## src/rtl/mips_pkg.sv

```systemverilog
// Shared MIPS core definitions: instruction width, NOP encoding and the
// fetch-stage state encoding.
package mips_pkg;

  localparam int INSTR_W = 32;
  localparam logic [INSTR_W-1:0] NOP_INSTR = 32'h0000_0000;

  typedef enum logic {
    RUN   = 1'b0,
    FAULT = 1'b1
  } fetch_state_e;

  function automatic logic [31:0] word_addr(input logic [31:0] byte_addr);
    return {2'b00, byte_addr[31:2]};
  endfunction

endpackage

```

## src/rtl/pc_next.sv

```systemverilog
// Next-PC selection for the fetch stage: redirect / sequential / hold,
// plus the misaligned-redirect and out-of-range fetch checks.
module pc_next
  import mips_pkg::*;
#(
  parameter int IMEM_WORDS = 1 << 20
) (
  input  logic [31:0]  pc,
  input  fetch_state_e state,
  input  logic         redirect_valid,
  input  logic [31:0]  redirect_pc,
  input  logic         load_allowed,
  output logic [31:0]  pc_next,
  output logic [31:0]  pc_plus4,
  output logic         misaligned,
  output logic         range_fault
);

  // One extra bit so IMEM_WORDS = 2^32 words would still compare correctly.
  localparam logic [32:0] WORD_LIMIT = 33'(IMEM_WORDS);

  assign pc_plus4    = pc + 32'd4;
  assign misaligned  = redirect_valid && (redirect_pc[1:0] != 2'b00);
  assign range_fault = ({1'b0, word_addr(pc)} >= WORD_LIMIT);

  always_comb begin
    pc_next = pc;
    if (state == RUN) begin
      if (redirect_valid) begin
        if (!misaligned) begin
          pc_next = redirect_pc;
        end
      end else if (load_allowed && !range_fault) begin
        pc_next = pc_plus4;
      end
    end
  end

endmodule

```

## src/rtl/fetch_unit.sv

```systemverilog
// MIPS instruction-fetch stage: PC register, IF/ID register with valid/ready
// handshake, redirects and sticky fetch fault. FETCH_PERF_EN adds counters.
module fetch_unit
  import mips_pkg::*;
#(
  parameter logic [31:0] RESET_PC   = 32'h0000_0000,
  parameter int          IMEM_WORDS = 1 << 20
) (
  input  logic               clk,
  input  logic               rst_n,
  output logic [31:0]        imem_addr,
  input  logic [INSTR_W-1:0] imem_data,
  input  logic               redirect_valid,
  input  logic [31:0]        redirect_pc,
  input  logic               id_ready,
  output logic               if_valid,
  output logic [INSTR_W-1:0] if_instr,
  output logic [31:0]        if_pc,
  output logic [31:0]        if_pc_plus4,
  output logic               fetch_fault
`ifdef FETCH_PERF_EN
  ,
  output logic [31:0]        perf_fetched,
  output logic [31:0]        perf_stalls
`endif
);

  fetch_state_e       state_reg, state_next;
  logic [31:0]        pc_reg, pc_next_val, pc_plus4;
  logic               misaligned, range_fault;
  logic               load_allowed, in_run;

  logic               if_valid_reg, if_valid_next;
  logic [INSTR_W-1:0] if_instr_reg, if_instr_next;
  logic [31:0]        if_pc_reg, if_pc_next;
  logic [31:0]        if_pc_plus4_reg, if_pc_plus4_next;

  assign load_allowed = !if_valid_reg || id_ready;
  assign in_run       = (state_reg == RUN);

  pc_next #(
    .IMEM_WORDS(IMEM_WORDS)
  ) u_pc_next (
    .pc            (pc_reg),
    .state         (state_reg),
    .redirect_valid(redirect_valid),
    .redirect_pc   (redirect_pc),
    .load_allowed  (load_allowed),
    .pc_next       (pc_next_val),
    .pc_plus4      (pc_plus4),
    .misaligned    (misaligned),
    .range_fault   (range_fault)
  );

  always_ff @(posedge clk or negedge rst_n) begin
    if (!rst_n) begin
      state_reg <= RUN;
    end else begin
      state_reg <= state_next;
    end
  end

  // A range fault only matters when a load is actually attempted.
  always_comb begin
    state_next = state_reg;
    if (in_run && (misaligned || (!redirect_valid && load_allowed && range_fault))) begin
      state_next = FAULT;
    end
  end

  always_comb begin
    fetch_fault = (state_reg == FAULT);
  end

  always_comb begin
    if_valid_next    = if_valid_reg;
    if_instr_next    = if_instr_reg;
    if_pc_next       = if_pc_reg;
    if_pc_plus4_next = if_pc_plus4_reg;
    if (!in_run) begin
      if_valid_next = 1'b0;
    end else if (redirect_valid) begin
      if_valid_next = 1'b0;
      if_instr_next = NOP_INSTR;
    end else if (load_allowed) begin
      if (range_fault) begin
        if_valid_next = 1'b0;
      end else begin
        if_valid_next    = 1'b1;
        if_instr_next    = imem_data;
        if_pc_next       = pc_reg;
        if_pc_plus4_next = pc_plus4;
      end
    end
  end

  always_ff @(posedge clk or negedge rst_n) begin
    if (!rst_n) begin
      pc_reg          <= RESET_PC;
      if_valid_reg    <= 1'b0;
      if_instr_reg    <= NOP_INSTR;
      if_pc_reg       <= 32'h0;
      if_pc_plus4_reg <= 32'h0;
    end else begin
      pc_reg          <= pc_next_val;
      if_valid_reg    <= if_valid_next;
      if_instr_reg    <= if_instr_next;
      if_pc_reg       <= if_pc_next;
      if_pc_plus4_reg <= if_pc_plus4_next;
    end
  end

  assign imem_addr   = word_addr(pc_reg);
  assign if_valid    = if_valid_reg;
  assign if_instr    = if_instr_reg;
  assign if_pc       = if_pc_reg;
  assign if_pc_plus4 = if_pc_plus4_reg;

`ifdef FETCH_PERF_EN
  // Index 0 counts handshake transfers, index 1 counts stalled cycles.
  logic [1:0]       perf_inc;
  logic [1:0][31:0] perf_cnt;

  assign perf_inc[0] = if_valid_reg && id_ready;
  assign perf_inc[1] = if_valid_reg && !id_ready;

  for (genvar gi = 0; gi < 2; gi++) begin : g_perf
    logic [31:0] cnt_reg;
    always_ff @(posedge clk or negedge rst_n) begin
      if (!rst_n) begin
        cnt_reg <= 32'h0;
      end else if (perf_inc[gi]) begin
        cnt_reg <= cnt_reg + 32'd1;
      end
    end
    assign perf_cnt[gi] = cnt_reg;
  end

  assign perf_fetched = perf_cnt[0];
  assign perf_stalls  = perf_cnt[1];
`endif

endmodule

```

## config.mk

```make
export PLATFORM = sky130hd
export DESIGN_NAME = fetch_unit
export DESIGN_NICKNAME = d
export VERILOG_FILES = /design/src/rtl/mips_pkg.sv /design/src/rtl/pc_next.sv /design/src/rtl/fetch_unit.sv
export SDC_FILE = /design/constraint.sdc
export NUM_CORES = 1
export LEC_CHECK = 0
export BUFFER_PORTS_ARGS = -buffer_cell sky130_fd_sc_hd__clkbuf_2
export CORE_MARGIN = 4
export CORE_UTILIZATION = 30
export DETAILED_ROUTE_END_ITERATION = 16
export GPL_ROUTABILITY_DRIVEN = 0
export PLACE_DENSITY = 0.58
export SLEW_MARGIN = 20
export SYNTH_ARGS = -nofsm -noshare
export SYNTH_HDL_FRONTEND = slang
export SYNTH_SLANG_ARGS = --single-unit
```

## constraint.sdc

```tcl
create_clock -name clk -period 3.16 [get_ports clk]
set_input_delay 0.158 -clock clk [delete_from_list [all_inputs] [get_ports clk]]
set_output_delay 0.158 -clock clk [all_outputs]
set_load 0.01 [all_outputs]
```

After elaboration in Yosys (flattened, before gate mapping)

Cells that the tools add are included.

Add/subtract/negate cells: 1
Order comparisons: 1
Equal/unequal tests: 2
Muxes and demuxes: 10
Bitwise logic cells: 3
Reduce and logical (&&, ||, !) cells: 17

Operators with widths:

| cell                                                  | count |
|---|---|
| two-way mux 32 bit                                    | 6 |
| adder 32 x 3 -> 32 bit, second input constant         | 1 |
| >= comparator 30 x 21 -> 1 bit, second input constant | 1 |
| AND reduction 3 bit                                   | 2 |
| nonzero test 2 bit                                    | 3 |
| logical AND 1 bit                                     | 5 |
| two-way mux 1 bit                                     | 4 |
| inequality test 2 bit, second input constant          | 2 |
| AND reduction 4 bit                                   | 1 |
| zero test 1 bit                                       | 3 |
| inverter 1 bit                                        | 3 |
| nonzero test 3 bit                                    | 1 |
| logical OR 1 bit                                      | 2 |

Flip-flop bits (word level): 130
Input bits: 68
Output and inout port bits: 130
Logic and storage cells: 40

Longest topological paths before layout

Gate-level depths: netlist of the first run.

Depth in word-level cells: 6
Mapped depth: 7
Depth with buffers taken out: 6

Cells and area by module

A second synthesis of the first run with hierarchy kept.

Cell total of the unflattened synthesis: 691
Area total of the unflattened synthesis: 7235.7 um^2

By module, submodules not included:

| module     | times used | cells each | area each (um^2) | sequential area each (um^2) |
|---|---|---|---|---|
| fetch_unit | 1          | 425        | 5535.3           | 3253.1 |
| pc_next    | 1          | 266        | 1700.4           | 0.0 |

Least setup slack after synthesis of the first run

No wires, ideal clock.

Path kind: register to register
From: register pc_reg[25]
To: register if_pc_plus4_reg[21], in the netlist if_pc_plus4[21]
Library setup time: 129 ps
Arrival time: 1610 ps
Required time: 3031 ps
Path slack: 1420 ps
Cell stages (with the launch flop): 8
Buffers on the path: 2
Period minus slack after synthesis: 1740 ps
Cell sequence: dfrtp_1 > nor4_1 > o2111a_1 > nand2_2 > buf_2 > buf_2 > nand2_1 > o21ai_2

Cells in the longest elaborated chain, start to end: 3

Ends and longest elaborated chain:

| item                                 | RTL line          | source |
|---|---|---|
| from (decl)                          | fetch_unit.sv:29  | `logic [31:0] pc_reg, pc_next_val, pc_plus4;` |
| from (signal assigned)               | fetch_unit.sv:105 | `pc_reg <= pc_next_val;` |
| >= comparator 30 x 21 -> 1 bit       | pc_next.sv:24     | `assign range_fault = ({1'b0, word_addr(pc)} >= WORD_LIMIT);` |
| inverter 1 bit (no source line)      | n/a               |  |
| AND reduction 4 bit (no source line) | n/a               |  |
| to (signal assigned)                 | fetch_unit.sv:109 | `if_pc_plus4_reg <= if_pc_plus4_next;` |
| to (decl)                            | fetch_unit.sv:36  | `logic [31:0] if_pc_plus4_reg, if_pc_plus4_next;` |

Every way passes these cells.
A chain may end at the register's enable or synchronous reset.

Worst setup path in the final report of the first run

From: register pc_reg[28]
To: register if_instr_reg[28], in the netlist if_instr[28]

Cells in the longest elaborated chain, start to end: 3

Ends and longest elaborated chain:

| item                                   | RTL line          | source |
|---|---|---|
| >= comparator 30 x 21 -> 1 bit         | pc_next.sv:24     |  |
| inequality test 2 bit (no source line) | n/a               |  |
| AND reduction 3 bit (no source line)   | n/a               |  |
| to (signal assigned)                   | fetch_unit.sv:107 | `if_instr_reg <= if_instr_next;` |
| to (decl)                              | fetch_unit.sv:34  | `logic [INSTR_W-1:0] if_instr_reg, if_instr_next;` |

Every way passes these cells.

==> results of run 1 <==
[worst reg2reg max path, delay by kind of cell (launching register included)]
kind / cells / cell delay, ns
AND/OR/NAND/NOR: 2 / 0.93
AO/OA/AOI/OAI: 2 / 0.62
flip-flops: 1 / 0.40
buffers and inverters: 1 / 0.37
[layout make-up]
| cell class | count | area [µm²] |
|---|---|---|
| Tap cell | 225 | 282 |
| Timing Repair Buffer | 247 | 1480 |
| Fill cell | 1724 | 9940 |
| Inverter | 9 | 33.8 |
| Clock inverter | 5 | 77.6 |
| Clock buffer | 24 | 512 |
| Multi-Input combinational cell | 345 | 2000 |
| Antenna cell | 1 | 2.50 |
| Sequential cell | 128 | 3200 |
[per-stage QoR]
| step | worst slack [ns] | util, % | power, W |
|---|---|---|---|
| finish | 0.772 | 43.3 | 0.00381 |
| global route | 0.576 | 43.3 | 0.00398 |
| global placement | 0.886 | 37.5 | 0.00185 |
| floorplan | 1.42 | - | 0.00174 |
| CTS | 0.768 | 43.3 | 0.00387 |
| detailed placement | 0.806 | 37.5 | 0.00185 |
[cell families after synthesis]
group / Yosys count
DFF: 128
adders and majority gates: 2
AOI/OAI and AO/OA: 120
muxes: 1
xor gates and xnor gates: 18
buffers and inverters: 48
and+or+nand+nor: 202
other: 1
[per-layer routing]
| layer | routed length [µm] | vias up | global-route usage [%] | share of wire, % |
|---|---|---|---|---|
| met4 | 510 | 0 | 7.05 | 3.1 |
| met3 | 881 | 31 | 4.77 | 5.4 |
| met1 | 7320 | 2158 | 22.6 | 45 |
| li1 | - | 2241 | - | - |
| met2 | 7630 | 127 | 25.6 | 47 |
| met5 | 0 | - | 0 | 0 |
[cells in the final DEF, fill, tap and decap left out, drive strengths merged, types with 12 or more instances in the layout]
cell type    count
clkbuf         219
dfrtp          128
nand2          103
o21ai           47
dlygate4sd3     42
nor2            37
a22o            32
and2            25
a21oi           15
xnor2           12
[power groups by stage]
| stage | clock, W | combinational, W | sequential (W) |
|---|---|---|---|
| finish | 0.00195 | 0.000190 | 0.00167 |
| global route | 0.00210 | 0.000215 | 0.00167 |
| CTS | 0.00201 | 0.000195 | 0.00167 |
| detailed placement | 0 | 0.000153 | 0.00170 |
| global placement | 0 | 0.000153 | 0.00170 |
| floorplan | 0 | 0.0000504 | 0.00169 |
[path summary, 6_finish.rpt]
path	start	to	slack (ns)	depth (start not counted)
worst max-delay path	pc_reg[28]	if_instr[28]	0.77	5
worst min-delay path	redirect_pc[5]	pc_reg[5]	0.04	3
worst max register to register	pc_reg[28]	if_instr[28]	0.77	5
worst min register to register	if_pc[17]	if_pc[17]	0.47	2
max in group asynchronous	rst_n	if_pc_plus4[16]	2.00	3
min in group asynchronous	rst_n	if_pc[30]	0.44	2
==> summary.txt, run 1 <==
status: finished, final reports clean
dpl cells: 912
floorplan row count: 48
Slew Limit Fails: 0
layout cells sized above 1: 32.8%
gr usage total: 16.9%
port buffer count: 195
Die W: 143 µm
final WL: 16300 µm
largest family of logic cells by synthesized area: simple AND/OR/NAND/NOR gates
largest net degree at the start of global routing: 109
crit path DAT: 2.73 ns
delay-heaviest family, CP: simple AND/OR/NAND/NOR gates
post_cts resized: 0
compound-gate portion of the synthesized area: 14.9%
IO Count: 198
gr ovfl total: 0
core area: 17500 µm²
Pwr Density: 501 nW/µm²
CP Data Required Time: 3.50 ns
Pre-Repair DR Iteration Count: 4
Max-Cap Viols: 0
RSZ-0062 raised after global routing: false
top_reg_cell synth: dfrtp_1
final setup violating endpoints: 0
Synth area leaders: dfrtp_1, nand2_1, a22o_1
clk slew on worst S/H paths: 0.06 ns
top-count cell post-synth: dfrtp_1
area growth from synthesis to layout: 39.8%
Synth Register Bits: 128
vias in the first global route: 4822
Net Sw Frac: 20.9%
final hold violation count: 0
nets@finish: 818
initial core utilization: 31.0%
worst min path class: in -> reg
critical path type: reg -> reg
DR WL/cell: 16.6 µm
Unique masters post-synth: 50
total number of vias: 4557
mean post-synth cell area: 10.4 µm²
leak pwr: 3.96 nW
Sequential Power Share: 43.8%
Synth top area share: 59.0%
hold_buf cts: 42
XOR/XNOR Fraction of Synth Area: 2.90%
first-pass GRT wire length: 26700 µm
VDD IR-drop max: 0.000344 V
CP bufs+invs: 1
Final Hold Slack: 0.0410 ns
DP Area: 6580 µm²
Tcrit/Tclk final: 75.6%
Clock Sinks: 128
CP max FO: 27
min cycle time layout: 2.39 ns
H-tree Lvls: 4
CTS max path bufs: 2
EDFF count, synth: 0
Skew-Pair Late Insertion Delay: 0.41 ns
fraction of registers with async set/reset: 100%
Post-DP HPWL: 11400 µm
post-route ant nets: 0
Worst Setup End Kind: register
Synth Area in Simple Gates: 18.1%
Clock Power Share: 51.2%
most frequent cells after synthesis: dfrtp_1, nand2_1, nor2_1
clock skew: 0.00923 ns
slowest stage delay, CP: 0.48 ns
vias per inst: 4.63
Post-CTS Setup Bufs: 0
Slew HR: 42.1%
post-route cell area: 7590 µm²
switching pwr: 0.000794 W
crit-path cells: nor4_1, o2111a_1, and2_2, buf_4, a22o_1
internal power: 0.00301 W
initial antenna violation count: 0
Seq/Total Area, Yosys: 59.0%
Startpoint Class: register
Layout Cells excl Fill: 984
post-synth top area cell: dfrtp_1
actual slew at the worst max-slew pin: 0.868 ns
total die area: 20300 µm²
DRT iter0 DRCs: 236
Synth Area in Adders: 0.461%
setup tns final: 0 ns
Crit-path slowest cell: nor4_1
CTS Buf Count: 17
Cells after Synth: 520
Gate power share: 5.0%
clk root buf: clkbuf_16
CTS tree: done
Cell Area, Synth: 5430 µm²
post-synthesis mux area share: 0.184%
DRC: 0
die height: 143 µm
Ys Warns: 0
Max Clk Rate: 419 MHz
Note: power is estimated with default switching activity, not from simulation.
==> run 2, diff against run 1 <==
- PLACE_DENSITY: 0.58 -> 0.6
- clock period: 3.16 -> 2.1 ns (I/O delays scaled with it)
==> summary.txt, run 2 (same netlist as run 1, synthesis figures left out) <==
RSZ-0062 raised after global routing: false
final WL: 16500 µm (+0.81%)
DRT iter0 DRCs: 222 (-5.9%)
initial core utilization: 31.0% (unchanged)
nets@finish: 847 (+3.5%)
DR WL/cell: 16.2 µm (-2.3%)
VDD IR-drop max: 0.000557 V (+62%)
worst r2r path cells: 6 (+1)
delay-heaviest family, CP: simple AND/OR/NAND/NOR gates
clk slew on worst S/H paths: 0.06 ns (about the same)
CP max FO: 25 (-7.4%)
gr usage total: 16.7% (-0.13 points)
post-route ant nets: 0 (unchanged)
final hold violation count: 0 (unchanged)
total number of vias: 4683 (+2.8%)
DRC: 0 (unchanged)
final setup violating endpoints: 0 (unchanged)
Critical Path Stages: 6 (+1)
slowest stage delay, CP: 0.40 ns (-0.08 ns)
Skew-Pair Late Insertion Delay: 0.42 ns (about the same)
Slew HR: 56.7% (+15 points)
R2R Setup Slk: 0.15 ns (-0.62 ns)
FF-to-FF End: if_pc_plus4[30]
leak pwr: 4.14 nW (+4.4%)
Worst R2R Start: pc_reg[28]
critical path type: reg -> reg
CP bufs+invs: 2 (+1)
CP most frequent cell: buf_4
worst min path class: in -> reg
commonest non-fill, non-tap cell in the layout: clkbuf_2
gr ovfl total: 0 (unchanged)
layout cells sized above 1: 35.2% (+2.3 points)
Worst Setup End Kind: register
largest net degree at the start of global routing: 63 (-42%)
Register Area: 3200 µm² (unchanged)
most frequent cells in the layout: clkbuf_2, dfrtp_1, nand2_1, dlygate4sd3_1, nor2_1
H-tree Lvls: 4 (unchanged)
ANT cells: 0 (-1)
die height: 143 µm (unchanged)
CTS max path bufs: 2 (unchanged)
port buffer count: 195 (unchanged)
CP Data Required Time: 2.40 ns (-1.10 ns)
DP Area: 6790 µm² (+3.2%)
actual slew at the worst max-slew pin: 0.649 ns (-0.220 ns)
clock skew: 0.00812 ns (-0.00110 ns)
CTS Buf Count: 17 (unchanged)
area growth from synthesis to layout: 45.9%
Die W: 143 µm (unchanged)
vias per inst: 4.61 (-0.37%)
critical path capture point: if_pc_plus4[30]
Post-DP HPWL: 11800 µm (+3.4%)
Clock Sinks: 128 (unchanged)
crit path DAT: 2.26 ns (-0.47 ns)
Max-Cap Viols: 0 (unchanged)
crit path launch: pc_reg[28]
Pwr Density: 740 nW/µm² (+48%)
crit-path cells: nor4_2, o2111a_1, buf_4, nand2_4, buf_4, and2_1
initial antenna violation count: 0 (unchanged)
CTS tree: done
Fillers: 1662 (-3.6%)
status: finished, final reports clean
floorplan row count: 48 (unchanged)
vias in the first global route: 4900 (+1.6%)
post-route cell area: 7920 µm² (+4.3%)
Layout Cells excl Fill: 1015 (+3.2%)
Slew Limit Fails: 0 (unchanged)
Tcrit/Tclk final: 93.0% (+17 points)
area of the multi-input gates: 2030 µm² (+1.5%)
Crit-path slowest cell: dfrtp_1
first-pass GRT wire length: 26700 µm (about the same)
total die area: 20300 µm² (unchanged)
Max Clk Rate: 512 MHz (+22%)
dpl cells: 933 (+2.3%)
Startpoint Class: register
min cycle time layout: 1.95 ns (-0.435 ns)
clk root buf: clkbuf_16
IO Count: 198 (unchanged)
Pre-Repair DR Iteration Count: 6 (+2)
core area: 17500 µm² (unchanged)
==> run 2: changes by cell type in the layout (fill, tap and decap cells not counted), sizes merged <==
cell and change:
buf +25, diode -1, dlygate4sd3 +5, clkinv +1, clkbuf -1, clkinvlp +2
==> run 2: cell type report <==
class | count | share of cell area [%]
timing repair buffer | 276 | 22.2
clock inverter | 8 | 1.28
inverter | 9 | 0.426
multi-input combinational | 345 | 25.7
clock buffer | 24 | 6.46
sequential | 128 | 40.4
tap | 225 | 3.55
==> run 2: through the flow <==
step	hold slack, ns	total power, W	worst slack (ns)	setup TNS [ns]	util [%]
after floorplan	-0.191	0.00262	0.360	0	-
after global placement	0.132	0.00280	0.0533	0	38.7
after detailed placement	0.139	0.00280	-0.0201	-0.0739	38.7
after CTS	0.000808	0.00592	0.0142	0	44.9
after global routing	0.0147	0.00609	0.00111	0	45.2
final	0.00752	0.00586	0.147	0	45.2
==> run 2: power breakdown <==
part	leakage [nW]	internal (W)	switching, W	total (W)
Sequential	1.76	0.00248	0.0000197	0.00250
Clock	0.294	0.00194	0.00110	0.00303
Combinational	2.09	0.000163	0.000164	0.000326
==> run 2: worst reg2reg max path, cell delays in order, from the launching register on <==
cell and delay, ns:
dfrtp_1 0.40, nor4_2 0.33, o2111a_1 0.31, buf_4 0.17, nand2_4 0.16, buf_4 0.27, and2_1 0.19
==> run 2: per-layer routing <==
layer	share of wire, %	up-vias	wire length (µm)	track usage (%)
met5	0	-	0	0
met4	2.2	0	369	6.00
met3	5.1	28	846	4.54
met2	48	136	7940	26.9
met1	44	2224	7320	21.8
li1	-	2295	-	-
==> run 2: worst min-delay path by stage <==
stage,slack [ns],depth (start not counted),end,from
floorplan,-0.19,0,fetch_fault,rst_n
global placement,0.13,1,if_pc[28],rst_n
detailed placement,0.14,1,if_pc[29],rst_n
CTS,0.0008,3,pc_reg[14],redirect_pc[14]
global route,0.01,3,fetch_fault,redirect_pc[1]
finish,0.008,3,pc_reg[14],redirect_pc[14]
==> run 2: repair_timing <==
| action | 4_1_cts | 5_1_grt |
|---|---|---|
| buffers inserted | 0 | 3 |
| hold endpoints to repair | 105 | 0 |
| hold buffers | 47 | 0 |
| pin swaps | 0 | 2 |
| resized for setup | 1 | 3 |
| setup endpoints to repair | 33 | 95 |
==> run 3, diff against run 2 <==
- PLACE_DENSITY: 0.6 -> 0.58
- SKIP_LAST_GASP: default -> 1
- clock period: 2.1 -> 2.3 ns (I/O delays scaled with it)
==> summary.txt, run 3 (same netlist as run 1, synthesis figures left out) <==
DR WL/cell: 16.7 µm (+2.8%)
final WL: 16700 µm (+1.3%)
Slew Limit Fails: 0 (unchanged)
CTS max path bufs: 2 (unchanged)
port buffer count: 195 (unchanged)
R2R Setup Slk: 0.12 ns (-0.02 ns)
slowest stage delay, CP: 0.47 ns (+0.07 ns)
nets@finish: 834 (-1.5%)
Hold Path Origin: redirect_pc[3]
Layout Cells excl Fill: 1000 (-1.5%)
Post-CTS Setup Bufs: 0 (unchanged)
dpl ws: 0.0912 ns (+0.111 ns)
Skew-Pair Late Insertion Delay: 0.41 ns (about the same)
Pwr Density: 679 nW/µm² (-8.2%)
die height: 143 µm (unchanged)
initial core utilization: 31.0% (unchanged)
layout cells sized above 1: 33.8% (-1.4 points)
FF-to-FF End: if_pc[24]
VDD IR-drop max: 0.000488 V (-12%)
Clock Sinks: 128 (unchanged)
first-pass GRT wire length: 26300 µm (-1.3%)
worst min path class: in -> reg
CTS Buf Count: 17 (unchanged)
Die W: 143 µm (unchanged)
CP max FO: 28 (+12%)
Post-DP HPWL: 11700 µm (-1.3%)
dpl cells: 925 (-0.86%)
Max-Cap Viols: 0 (unchanged)
core area: 17500 µm² (unchanged)
total die area: 20300 µm² (unchanged)
IO Count: 198 (unchanged)
initial antenna violation count: 0 (unchanged)
most frequent cells in the layout: clkbuf_2, dfrtp_1, nand2_1, dlygate4sd3_1, nor2_1
clk root buf: clkbuf_16
Worst Setup Slack, final: 0.123 ns (-0.0237 ns)
largest net degree at the start of global routing: 54 (-14%)
vias per inst: 4.66 (+1.0%)
final setup violating endpoints: 0 (unchanged)
critical path type: reg -> reg
total number of vias: 4662 (-0.45%)
area growth from synthesis to layout: 42.3%
ANT cells: 0 (unchanged)
status: finished, final reports clean
crit path DAT: 2.48 ns (+0.22 ns)
H-tree Lvls: 4 (unchanged)
final hold violation count: 0 (unchanged)
Tcrit/Tclk final: 94.6% (+1.6 points)
CTS tree: done
leak pwr: 4.05 nW (-2.3%)
Hold Crit Depth: 3 (unchanged)
Register Area: 3200 µm² (unchanged)
gr ovfl total: 0 (unchanged)
DRT iter0 DRCs: 224 (+0.90%)
post-route ant nets: 0 (unchanged)
Worst Setup End Kind: register
clk slew on worst S/H paths: 0.06 ns (about the same)
min cycle time layout: 2.18 ns (+0.224 ns)
Fillers: 1703 (+2.5%)
floorplan row count: 48 (unchanged)
gr usage total: 16.7% (-0.053 points)
CP Data Required Time: 2.60 ns (+0.20 ns)
vias in the first global route: 4667 (-4.8%)
DRC: 0 (unchanged)
Crit-path slowest cell: nor4_1
worst r2r path cells: 5 (-1)
WHS Endpoint: pc_reg[3]
Worst R2R Start: pc_reg[28]
Startpoint Class: register
actual slew at the worst max-slew pin: 0.634 ns (-0.0151 ns)
delay-heaviest family, CP: simple AND/OR/NAND/NOR gates
crit-path cells: nor4_1, o2111a_1, nand2_4, buf_4, and2_1
Slew HR: 57.7% (+1.0 points)
Final Hold Slack: 0.0122 ns (+0.00471 ns)
Pre-Repair DR Iteration Count: 4 (-2)
commonest non-fill, non-tap cell in the layout: clkbuf_2
area of the multi-input gates: 2010 µm² (-1.0%)
Max Clk Rate: 459 MHz (-10%)
clock skew: 0.00784 ns (-0.000281 ns)
CP bufs+invs: 1 (-1)
run 3: cell count changes in the layout (fill, tap and decap cells not counted), sizes merged:
| cell | previous run | this run |
|---|---|---|
| buf | 35 | 24 |
| clkinv | 3 | 4 |
| dlygate4sd3 | 47 | 45 |
| clkinvlp | 3 | 0 |
run 3: power breakdown:
part	total, W	internal, W	switching [W]
combinational	0.000282	0.000136	0.000146
sequential	0.00229	0.00227	0.0000207
clock	0.00268	0.00172	0.000958
total	0.00525	0.00412	0.00112
run 3: routing by layer:
layer / track usage (%) / part of all wire, % / wire [µm] / vias to the layer above
met5: 0 / 0 / 0 / -
met4: 5.05 / 1.3 / 225 / 0
met3: 3.76 / 4.9 / 818 / 14
met2: 27.0 / 48 / 8060 / 123
met1: 22.4 / 45 / 7580 / 2252
li1: - / - / - / 2273
run 3: worst max-delay path by stage:
| stage | startpoint | to | slack, ns | depth (start not counted) |
|---|---|---|---|---|
| final | pc_reg[28] | if_pc[24] | 0.12 | 5 |
| after global routing | pc_reg[28] | if_pc_plus4[14] | -0.007 | 6 |
| after CTS | pc_reg[28] | if_instr[13] | 0.08 | 5 |
| after detailed placement | pc_reg[28] | if_instr[20] | 0.09 | 5 |
| after global placement | pc_reg[28] | if_instr[31] | 0.19 | 5 |
| after floorplan | pc_reg[25] | if_pc_plus4[21] | 0.56 | 7 |
run 3: final cells by class:
| cell class | instances | share of cell area (%) |
|---|---|---|
| flip-flops and latches | 128 | 41.4 |
| clock inverters | 6 | 1.04 |
| inverters | 9 | 0.437 |
| well taps | 225 | 3.64 |
| repair buffers | 263 | 20.9 |
| multi-input cells | 345 | 26.0 |
| clock buffers | 24 | 6.49 |
run 3: worst min-delay path: cells and delay by family:
kind	cells	cell delay (ns)
multiplexers	1	0.06
AO/OA/AOI/OAI	1	0.13
buffers and inverters	1	0.08
run 3: metrics by stage:
step / instance area [µm²] / utilization, % / total power, W / TNS, ns
floorplan: 5440 / - / 0.00239 / 0
global placement: 6690 / 38.1 / 0.00255 / 0
detailed placement: 6690 / 38.1 / 0.00255 / 0
CTS: 7720 / 44.0 / 0.00531 / 0
global route: 7730 / 44.1 / 0.00544 / -0.00688
finish: 7730 / 44.1 / 0.00525 / 0
run 3: timing repair:
item                                   CTS  global route
hold buffers                            45             0
endpoints found under the hold margin   93             0
gates resized for setup                  0             2
setup endpoints to repair                0            40
